<file path="src/rtl/otter_pkg.sv">
// Shared types for the OTTER store path: RS tag type, memory size codes,
// store-buffer entry layout and drain FSM state encoding.
package otter_pkg;

    localparam int XLEN     = 32;
    localparam int RS_TAG_W = 4;

    typedef logic [RS_TAG_W-1:0] RS_tag_type;

    localparam logic [1:0] MEM_BYTE = 2'd0;
    localparam logic [1:0] MEM_HALF = 2'd1;
    localparam logic [1:0] MEM_WORD = 2'd2;

    typedef struct packed {
        logic [XLEN-1:0] addr;
        logic [XLEN-1:0] data;
        logic [1:0]      size;
        RS_tag_type      tag;
    } sb_entry_t;

    typedef enum logic {
        DRAIN_IDLE,
        DRAIN_WRITE
    } drain_state_t;

endpackage

</file>
<file path="src/rtl/store_buffer_fifo.sv">
// Circular in-order FIFO of store-buffer entries.
// With STORE_FWD_EN defined, the raw entry array and head pointer are
// exported so the parent can search pending stores for load forwarding.
module store_buffer_fifo
    import otter_pkg::*;
#(
    parameter int SB_DEPTH = 4
) (
    input  logic                             CLK,
    input  logic                             RST_N,
    input  logic                             push,
    input  sb_entry_t                        push_entry,
    input  logic                             pop,
    output logic                             full,
    output logic                             empty,
    output logic [$clog2(SB_DEPTH+1)-1:0]    count,
    output sb_entry_t                        head
`ifdef STORE_FWD_EN
    ,
    output sb_entry_t [SB_DEPTH-1:0]         entries,
    output logic [$clog2(SB_DEPTH)-1:0]      head_ptr
`endif
);

    localparam int PTR_W = $clog2(SB_DEPTH);
    localparam int CNT_W = $clog2(SB_DEPTH+1);

    sb_entry_t [SB_DEPTH-1:0] mem;
    logic [PTR_W-1:0]         wr_ptr;
    logic [PTR_W-1:0]         rd_ptr;
    logic                     push_ok;
    logic                     pop_ok;

    assign push_ok = push && !full;
    assign pop_ok  = pop && !empty;

    // Pointers wrap naturally because the depth is a power of two.
    always_ff @(posedge CLK or negedge RST_N) begin
        if (!RST_N) begin
            wr_ptr <= '0;
            rd_ptr <= '0;
            count  <= '0;
        end else begin
            if (push_ok) wr_ptr <= wr_ptr + PTR_W'(1);
            if (pop_ok)  rd_ptr <= rd_ptr + PTR_W'(1);
            case ({push_ok, pop_ok})
                2'b10:   count <= count + CNT_W'(1);
                2'b01:   count <= count - CNT_W'(1);
                default: ;
            endcase
        end
    end

    // Entry storage; contents are only meaningful while counted as valid.
    always_ff @(posedge CLK) begin
        if (push_ok) mem[wr_ptr] <= push_entry;
    end

    assign full  = (count == CNT_W'(SB_DEPTH));
    assign empty = (count == '0);
    assign head  = mem[rd_ptr];

`ifdef STORE_FWD_EN
    assign entries  = mem;
    assign head_ptr = rd_ptr;
`endif

endmodule

</file>
<file path="src/rtl/store_unit.sv">
// Store unit: accepts stores from the RS, computes the effective address,
// queues them in order, drains them to memory port 2 and broadcasts the
// store tag on the CDB. Define STORE_FWD_EN to add store-to-load forwarding.
//
// state       | meaning
// DRAIN_IDLE  | buffer empty (or just filled), no write request
// DRAIN_WRITE | head entry presented on port 2, waiting for mem_ack
module store_unit
    import otter_pkg::*;
#(
    parameter int SB_DEPTH = 4,
    parameter int ADDR_W   = 32
) (
    input  logic                           CLK,
    input  logic                           RST_N,
    input  logic                           issue_valid,
    input  logic [ADDR_W-1:0]              V1,
    input  logic [ADDR_W-1:0]              V2,
    input  logic [ADDR_W-1:0]              V3,
    input  logic                           V1_valid,
    input  logic                           V2_valid,
    input  logic                           V3_valid,
    input  RS_tag_type                     st_tag,
    input  logic [2:0]                     mem_type,
    output logic                           issue_ready,
    input  logic                           CDB_busy,
    output logic                           CDB_req,
    output logic [ADDR_W-1:0]              CDB_val,
    output RS_tag_type                     CDB_tag,
    output logic                           MEM_WE2,
    output logic [ADDR_W-1:0]              MEM_ADDR2,
    output logic [ADDR_W-1:0]              MEM_DIN2,
    output logic [1:0]                     MEM_SIZE,
    input  logic                           mem_ack,
    output logic                           sb_empty,
    output logic [$clog2(SB_DEPTH+1)-1:0]  sb_count
`ifdef STORE_FWD_EN
    ,
    input  logic [ADDR_W-1:0]              ld_addr,
    input  logic [1:0]                     ld_size,
    output logic                           fwd_hit,
    output logic [ADDR_W-1:0]              fwd_data
`endif
);

    localparam int CNT_W = $clog2(SB_DEPTH+1);

    drain_state_t drain_state;
    logic         mem_we;
    logic         out_of_reset;
    logic         bcast_pending;
    RS_tag_type   bcast_tag;
    logic         sb_full;
    logic         accept;
    logic         pop;
    sb_entry_t    push_entry;
    sb_entry_t    head;
    logic         unused_bits;

`ifdef STORE_FWD_EN
    localparam int PTR_W = $clog2(SB_DEPTH);
    sb_entry_t [SB_DEPTH-1:0] entries;
    logic [PTR_W-1:0]         head_ptr;
    logic [PTR_W-1:0]         fwd_idx;
    logic                     unused_fwd;
`endif

    // Ready depends only on registers so it never combinationally follows a pop.
    assign issue_ready = out_of_reset && !sb_full && !bcast_pending;
    assign accept      = issue_valid && issue_ready && V1_valid && V2_valid && V3_valid;
    assign pop         = mem_we && mem_ack;

    assign push_entry.addr = V1 + V2;
    assign push_entry.data = V3;
    assign push_entry.size = mem_type[1:0];
    assign push_entry.tag  = st_tag;

    store_buffer_fifo #(.SB_DEPTH(SB_DEPTH)) u_fifo (
        .CLK        (CLK),
        .RST_N      (RST_N),
        .push       (accept),
        .push_entry (push_entry),
        .pop        (pop),
        .full       (sb_full),
        .empty      (sb_empty),
        .count      (sb_count),
        .head       (head)
`ifdef STORE_FWD_EN
        ,
        .entries    (entries),
        .head_ptr   (head_ptr)
`endif
    );

    // Holds ready low for the reset period; rises on the first edge after release.
    always_ff @(posedge CLK or negedge RST_N) begin
        if (!RST_N) out_of_reset <= 1'b0;
        else        out_of_reset <= 1'b1;
    end

    // Broadcast slot: loaded on acceptance, cleared once the CDB is won.
    always_ff @(posedge CLK or negedge RST_N) begin
        if (!RST_N) begin
            bcast_pending <= 1'b0;
            bcast_tag     <= '0;
        end else if (accept) begin
            bcast_pending <= 1'b1;
            bcast_tag     <= st_tag;
        end else if (CDB_req) begin
            bcast_pending <= 1'b0;
        end
    end

    assign CDB_req = bcast_pending && !CDB_busy;
    assign CDB_tag = CDB_req ? bcast_tag : '0;
    assign CDB_val = '0;

    // Drain FSM; stays in WRITE across pops while the buffer still holds entries.
    always_ff @(posedge CLK or negedge RST_N) begin
        if (!RST_N) begin
            drain_state <= DRAIN_IDLE;
            mem_we      <= 1'b0;
        end else begin
            case (drain_state)
                DRAIN_IDLE: begin
                    if (!sb_empty) begin
                        drain_state <= DRAIN_WRITE;
                        mem_we      <= 1'b1;
                    end
                end
                DRAIN_WRITE: begin
                    if (mem_ack && sb_count == CNT_W'(1) && !accept) begin
                        drain_state <= DRAIN_IDLE;
                        mem_we      <= 1'b0;
                    end
                end
                default: begin
                    drain_state <= DRAIN_IDLE;
                    mem_we      <= 1'b0;
                end
            endcase
        end
    end

    assign MEM_WE2   = mem_we;
    assign MEM_ADDR2 = mem_we ? head.addr : '0;
    assign MEM_DIN2  = mem_we ? head.data : '0;
    assign MEM_SIZE  = mem_we ? head.size : '0;

    assign unused_bits = ^{mem_type[2], head.tag};

`ifdef STORE_FWD_EN
    // Walk valid entries oldest to youngest so the youngest match wins.
    always_comb begin
        fwd_hit    = 1'b0;
        fwd_data   = '0;
        fwd_idx    = '0;
        unused_fwd = 1'b0;
        for (int i = 0; i < SB_DEPTH; i++) begin
            unused_fwd = unused_fwd ^ (^entries[i].tag);
            fwd_idx    = head_ptr + PTR_W'(i);
            if (CNT_W'(i) < sb_count &&
                entries[fwd_idx].addr == ld_addr &&
                entries[fwd_idx].size == ld_size) begin
                fwd_hit  = 1'b1;
                fwd_data = entries[fwd_idx].data;
            end
        end
    end
`endif

endmodule

</file>
<file path="config.mk">
export PLATFORM = sky130hd
export DESIGN_NAME = store_unit
export DESIGN_NICKNAME = d
export VERILOG_FILES = /design/src/rtl/otter_pkg.sv /design/src/rtl/store_buffer_fifo.sv /design/src/rtl/store_unit.sv
export SDC_FILE = /design/constraint.sdc
export NUM_CORES = 1
export LEC_CHECK = 0
export BUFFER_PORTS_ARGS = -buffer_cell sky130_fd_sc_hd__buf_2
export CAP_MARGIN = 20
export CORE_MARGIN = 2
export CORE_UTILIZATION = 61
export DETAILED_ROUTE_END_ITERATION = 6
export PLACE_DENSITY = 0.84
export RECOVER_POWER = 50
export REMOVE_ABC_BUFFERS = 1
export SLEW_MARGIN = 20
export SYNTH_ARGS = -nofsm -noshare
export SYNTH_HDL_FRONTEND = slang
export SYNTH_SLANG_ARGS = --single-unit
</file>
<file path="constraint.sdc">
create_clock -name CLK -period 9.5 [get_ports CLK]
set_input_delay 1.9 -clock CLK [delete_from_list [all_inputs] [get_ports CLK]]
set_output_delay 1.9 -clock CLK [all_outputs]
set_load 0.02 [all_outputs]
</file>
; After elaboration in Yosys (flattened, before gate mapping)
; Cells that the tools add are included.
[totals]
latchBits = 0
output_inout_bits = 109
memories = 0
input_bits = 111
reg_bits = 295
ram_bits = 0
mem_bits_ro = 0
[classes]
mul = 0
eq_ne = 6
bitwise_logic = 1
shift = 0
magnitude_cmp = 3
n_div = 0
n_reduce_logical = 22
n_addsub = 5
muxes = 18
[ops]
columns = op, count
row1 = $bwmux W280, 1
row2 = $bmux W70 S2, 1
row3 = $demux W70 S2, 1
row4 = $mux W70, 2
row5 = $mux W32, 2
row6 = $add A32 B32 Y32, 1
row7 = $logic_and A1 B1 Y1, 13
row8 = $lt A2 B3 Y1 const B, 2
row9 = $mux W1, 6
row10 = $pmux W3 S2, 1
row11 = $logic_not A1 Y1, 5
row12 = $add A2 B1 Y2 const B, 2
row13 = $mux W4, 1
row14 = $pmux W1 S2, 2
row15 = $reduce_bool A2 Y1, 2
row16 = $add A3 B1 Y3 const B, 1
row17 = $eq A3 B1 Y1 const B, 1
row18 = $eq A3 B3 Y1 const B, 1
row19 = $logic_not A3 Y1, 1
row20 = $sub A3 B1 Y3 const B, 1
row21 = $eq A2 B1 Y1 const B, 1
row22 = $eq A2 B2 Y1 const B, 1
row23 = $ge A2 B1 Y1 const B, 1
row24 = $mux W2, 1
row25 = 4 further kinds, 4

; Depth between registers and ports, before layout
[depth]
word_depth = 12
depth_mapped = 10
ltp_nobuf = 10

; Modules after synthesis
; Synthesis repeated with hierarchy kept, for this count alone.
[unflattened]
hier_cells = 776
area_unflattened_um2 = 13366.6
[by_module_without_submodules]
columns = module, cells_each, area_each_um2, n_inst
row1 = store_buffer_fifo, 403, 10603.9, 1
row2 = store_unit, 373, 2762.6, 1

; Least setup slack after synthesis
; OpenSTA, ideal clock, no wires.
[synth_path]
path_type = input port to flip-flop
from = in V3_valid
to = reg u_fifo.mem[100] in the netlist's numbering (enable)
setup_time_ns = 0.431
t_required_ns = 9.069
setup_slack_ns = 4.448
t_arrival_ns = 4.621
stages = 4
cell_sequence = nand4_1 > a2111oi_0 > clkbuf_1 > and2_1
[synth_via]
elab_chain_cells = 2
[synth_lines]
columns = element, line_no
row1 = "start, declared", store_unit.sv:22  ; input logic V3_valid,
row2 = $logic_and A1 B1 Y1, store_unit.sv:70  ; assign accept = issue_valid && issue_ready && V1_valid && V2_valid && V3_valid;
row3 = $logic_and A1 B1 Y1, store_buffer_fifo.sv:34  ; assign push_ok = push && !full;
row4 = "end signal, assigned by index", store_buffer_fifo.sv:56  ; if (push_ok) mem[wr_ptr] <= push_entry;
row5 = "end, declared", store_buffer_fifo.sv:28  ; sb_entry_t [SB_DEPTH-1:0] mem;
; No other way between the ends.
; A chain may end at the register's enable or synchronous reset.

; Worst setup path after layout
[layout_path]
from = in V2_valid
to = reg u_fifo.mem[172] in the netlist's numbering (enable)
[layout_via]
elab_chain_cells = 3
[layout_lines]
columns = element, line_no
row1 = "start, declared", store_unit.sv:21  ; input logic V2_valid,
row2 = $logic_and A1 B1 Y1 (2 in a row), store_unit.sv:70
row3 = $logic_and A1 B1 Y1, store_buffer_fifo.sv:34
; No other way between the ends.

==> impl_metrics.csv <==
group,metric,value,unit
yosys,synth_area_leaders,"edfxtp_1, mux4_2, ha_1, and2_1, dfrtp_1",
grt,grt_pass1_vias,7000,
layout,fillers,1276,
yosys,netlist_area,12600,um^2
worst_setup_path,start_kind,"input pin",
timing,fin_crit_sh,69.0,%
worst_setup_path,crit_type,"input pin to register",
timing,tightestPinTransition,4.94,ns
layout,area_growth,15.6,%
grt,grt_max_degree,68,
yosys,synth.most_common_cell,"edfxtp_1",
yosys,synthFlopType,"edfxtp_1",
grt,grt_pass1_wl,38000,um
worst_setup_path,ff2ff_setup_slack,3.64,ns
clock_network,cts_inserted_buffers,27,
timing,clock_skew,0.00705,ns
floorplanning,die-area,21800,um^2
yosys,synth.distinct_cells,56,
timing,period_minus_slack,6.55,ns
clock_network,clock_latency,0.51,ns
clock_network,cts_tree,"done",
place,portBuffers,186,
yosys,async_reset_ff_share,5.38,%
clock_network,cts_resized,0,
clock_network,cts_root_buf,"clkbuf_16",
clock_network,clk_path_buf_depth,3,
drt,antenna_left,0,
place,gp_congestion,0.887,
worst_setup_path,worstPathMaxFanout,66,
status,status,"complete, but fails checks",
yosys,synth_edf_count,264,
yosys,yosysTopAreaCell,"edfxtp_1",
clock_network,clk_pin_slew,0.06,ns
drt,drc,0,
clock_network,holdBufCountCts,0,
grt,antenna_found_initial,0,
drt,vias,6889,
yosys,ys_top_cells_by_count,"edfxtp_1, and2_1, mux4_2",
power_and_ir_drop,p_leak,0.00541,uW
place,post_dp_cell_area,13600,um^2
timing,grt_setup_unrepaired,"no",
grt,gr-usage-all-layers,22.3,%
timing,max_freq,153,MHz
floorplanning,initial_core_util,62.1,%
yosys,ys_seq_elements,279,
floorplanning,dieWidth,148,um
power_and_ir_drop,pwr_density_cell,263,nW/um^2
timing,finalSetupTns,0,ns
clock_network,h-tree-depth,1,
yosys,synth_top_area_share,63.1,%
layout,drive_gt1_share,29.4,%
hold_path,hold_path.class,"register to register",
drt,wl_per_cell,19.8,um
floorplanning,core_area,20200,um^2
grt,overflow,0,
clock_network,cts_num_sinks,279,
drt,drtIter0Drc,496,
layout,fin_nets,1078,
worst_setup_path,worstPathRequired,9.49,ns
worst_setup_path,worstPathArrival,6.54,ns
clock_network,post-cts-setup-buffers,0,
floorplanning,io_pins,220,
drt,totalWireLength,24100,um
place,hpwl,14900,um
status,violations,"capacitance limit, slew limit",
job,cap_violations,4,
layout,design_area,14500,um^2
floorplanning,rows,52,
floorplanning,die_h,148,um
timing,setup_viol,0,
timing,hold_violations,0,
yosys,yosysSeqAreaShare,66.1,%
yosys,syn_avg_cell_area,17.1,um^2
yosys,yosysWarnings,0,
drt,dr.pass1.iters,7,
timing,drv_slew,268,
power_and_ir_drop,ir_drop,0.000156,V
worst_setup_path,end_kind,"register",
drt,vias_per_cell,5.66,
timing,slew-limit-headroom,-229,%
yosys,synthCells,737,
## power by group
part           switching, uW  internal, uW  leakage (uW)
sequential               144          1420       0.00255
combinational            592           521       0.00239
clock                    438           711      0.000467
total                   1170          2650       0.00541
## through the flow
| step | hold WS (ns) | utilization (%) | worst slack [ns] | power, uW | instances |
|---|---|---|---|---|---|
| 2_1_floorplan | 0.472 | - | 3.70 | 2370 | 708 |
| 3_3_place_gp | 0.482 | 67.4 | 4.67 | 2690 | 1167 |
| 3_5_place_dp | 0.495 | 67.4 | 4.59 | 2720 | 1167 |
| 4_1_cts | 0.509 | 72.2 | 4.42 | 3860 | 1216 |
| 5_1_grt | 0.529 | 71.8 | 2.54 | 4000 | 1216 |
| 6_report | 0.504 | 71.8 | 2.95 | 3830 | 1217 |
## state kept, by name, indices dropped and copies added, names as in the netlist
| signal | count |
|---|---|
| u_fifo.count | 3 |
| bcast_tag | 4 |
| u_fifo.mem | 264 |
| bcast_pending | 1 |
| out_of_reset | 1 |
| u_fifo.rd_ptr | 2 |
| MEM_WE2 | 1 |
| drain_state | 1 |
| u_fifo.wr_ptr | 2 |
## area by class of cell
class	count	area [um^2]	share of cell area, %
antenna	1	2.50	0.0172
clock buffer	28	679	4.67
clock inverter	21	289	1.99
inverter	14	52.6	0.362
multi-input combinational	415	3960	27.3
sequential	279	8310	57.2
tap	270	338	2.32
timing repair buffer	189	901	6.20
## worst max-delay path: stages
cell	delay, ns
buf_2	0.08
nand4_1	0.08
a2111oi_0	0.32
clkbuf_1	0.52
and2_0	3.63
## worst paths after layout
kind                            startpoint  depth (start not counted)               end
setup reg to reg           u_fifo.count[0]                          5   u_fifo.mem[172]
min in group asynchronous            RST_N                          1      bcast_tag[0]
hold reg to reg               bcast_tag[2]                          1      bcast_tag[2]
hold / removal                bcast_tag[2]                          1      bcast_tag[2]
max in group asynchronous            RST_N                          1  u_fifo.rd_ptr[1]
setup / recovery                  V2_valid                          5   u_fifo.mem[172]
## cells in the final DEF (no fill, tap or decap), drive strengths merged, types with 19 or more instances in the layout
master	n
edfxtp	264
buf	149
and2	75
clkbuf	68
mux4	66
ha	40
conb	33
a21oi	26
xnor2	25
nor2	24
a21o	19
## per-layer routing
layer	track usage [%]	wire length, um	vias up
met1	31.0	10100	3446
li1	-	-	3177
met4	4.71	324	0
met3	3.73	1530	22
met5	0	0	-
met2	38.0	12100	244
## kinds of logic (layout without fill, tap and decap cells)
group / Yosys count / after routing / share of synthesized area (%)
simple gates: 145 / 145 / 6.48
xor+xnor: 37 / 37 / 2.58
mux: 71 / 71 / 12.3
compound gates: 88 / 88 / 5.12
other cells: 2 / 34 / 0.0597
buf+inv: 74 / 252 / 3.30
fa+ha+maj: 41 / 41 / 4.14
flops: 279 / 279 / 66.1
No activity file was read; power rests on OpenSTA's default activity.
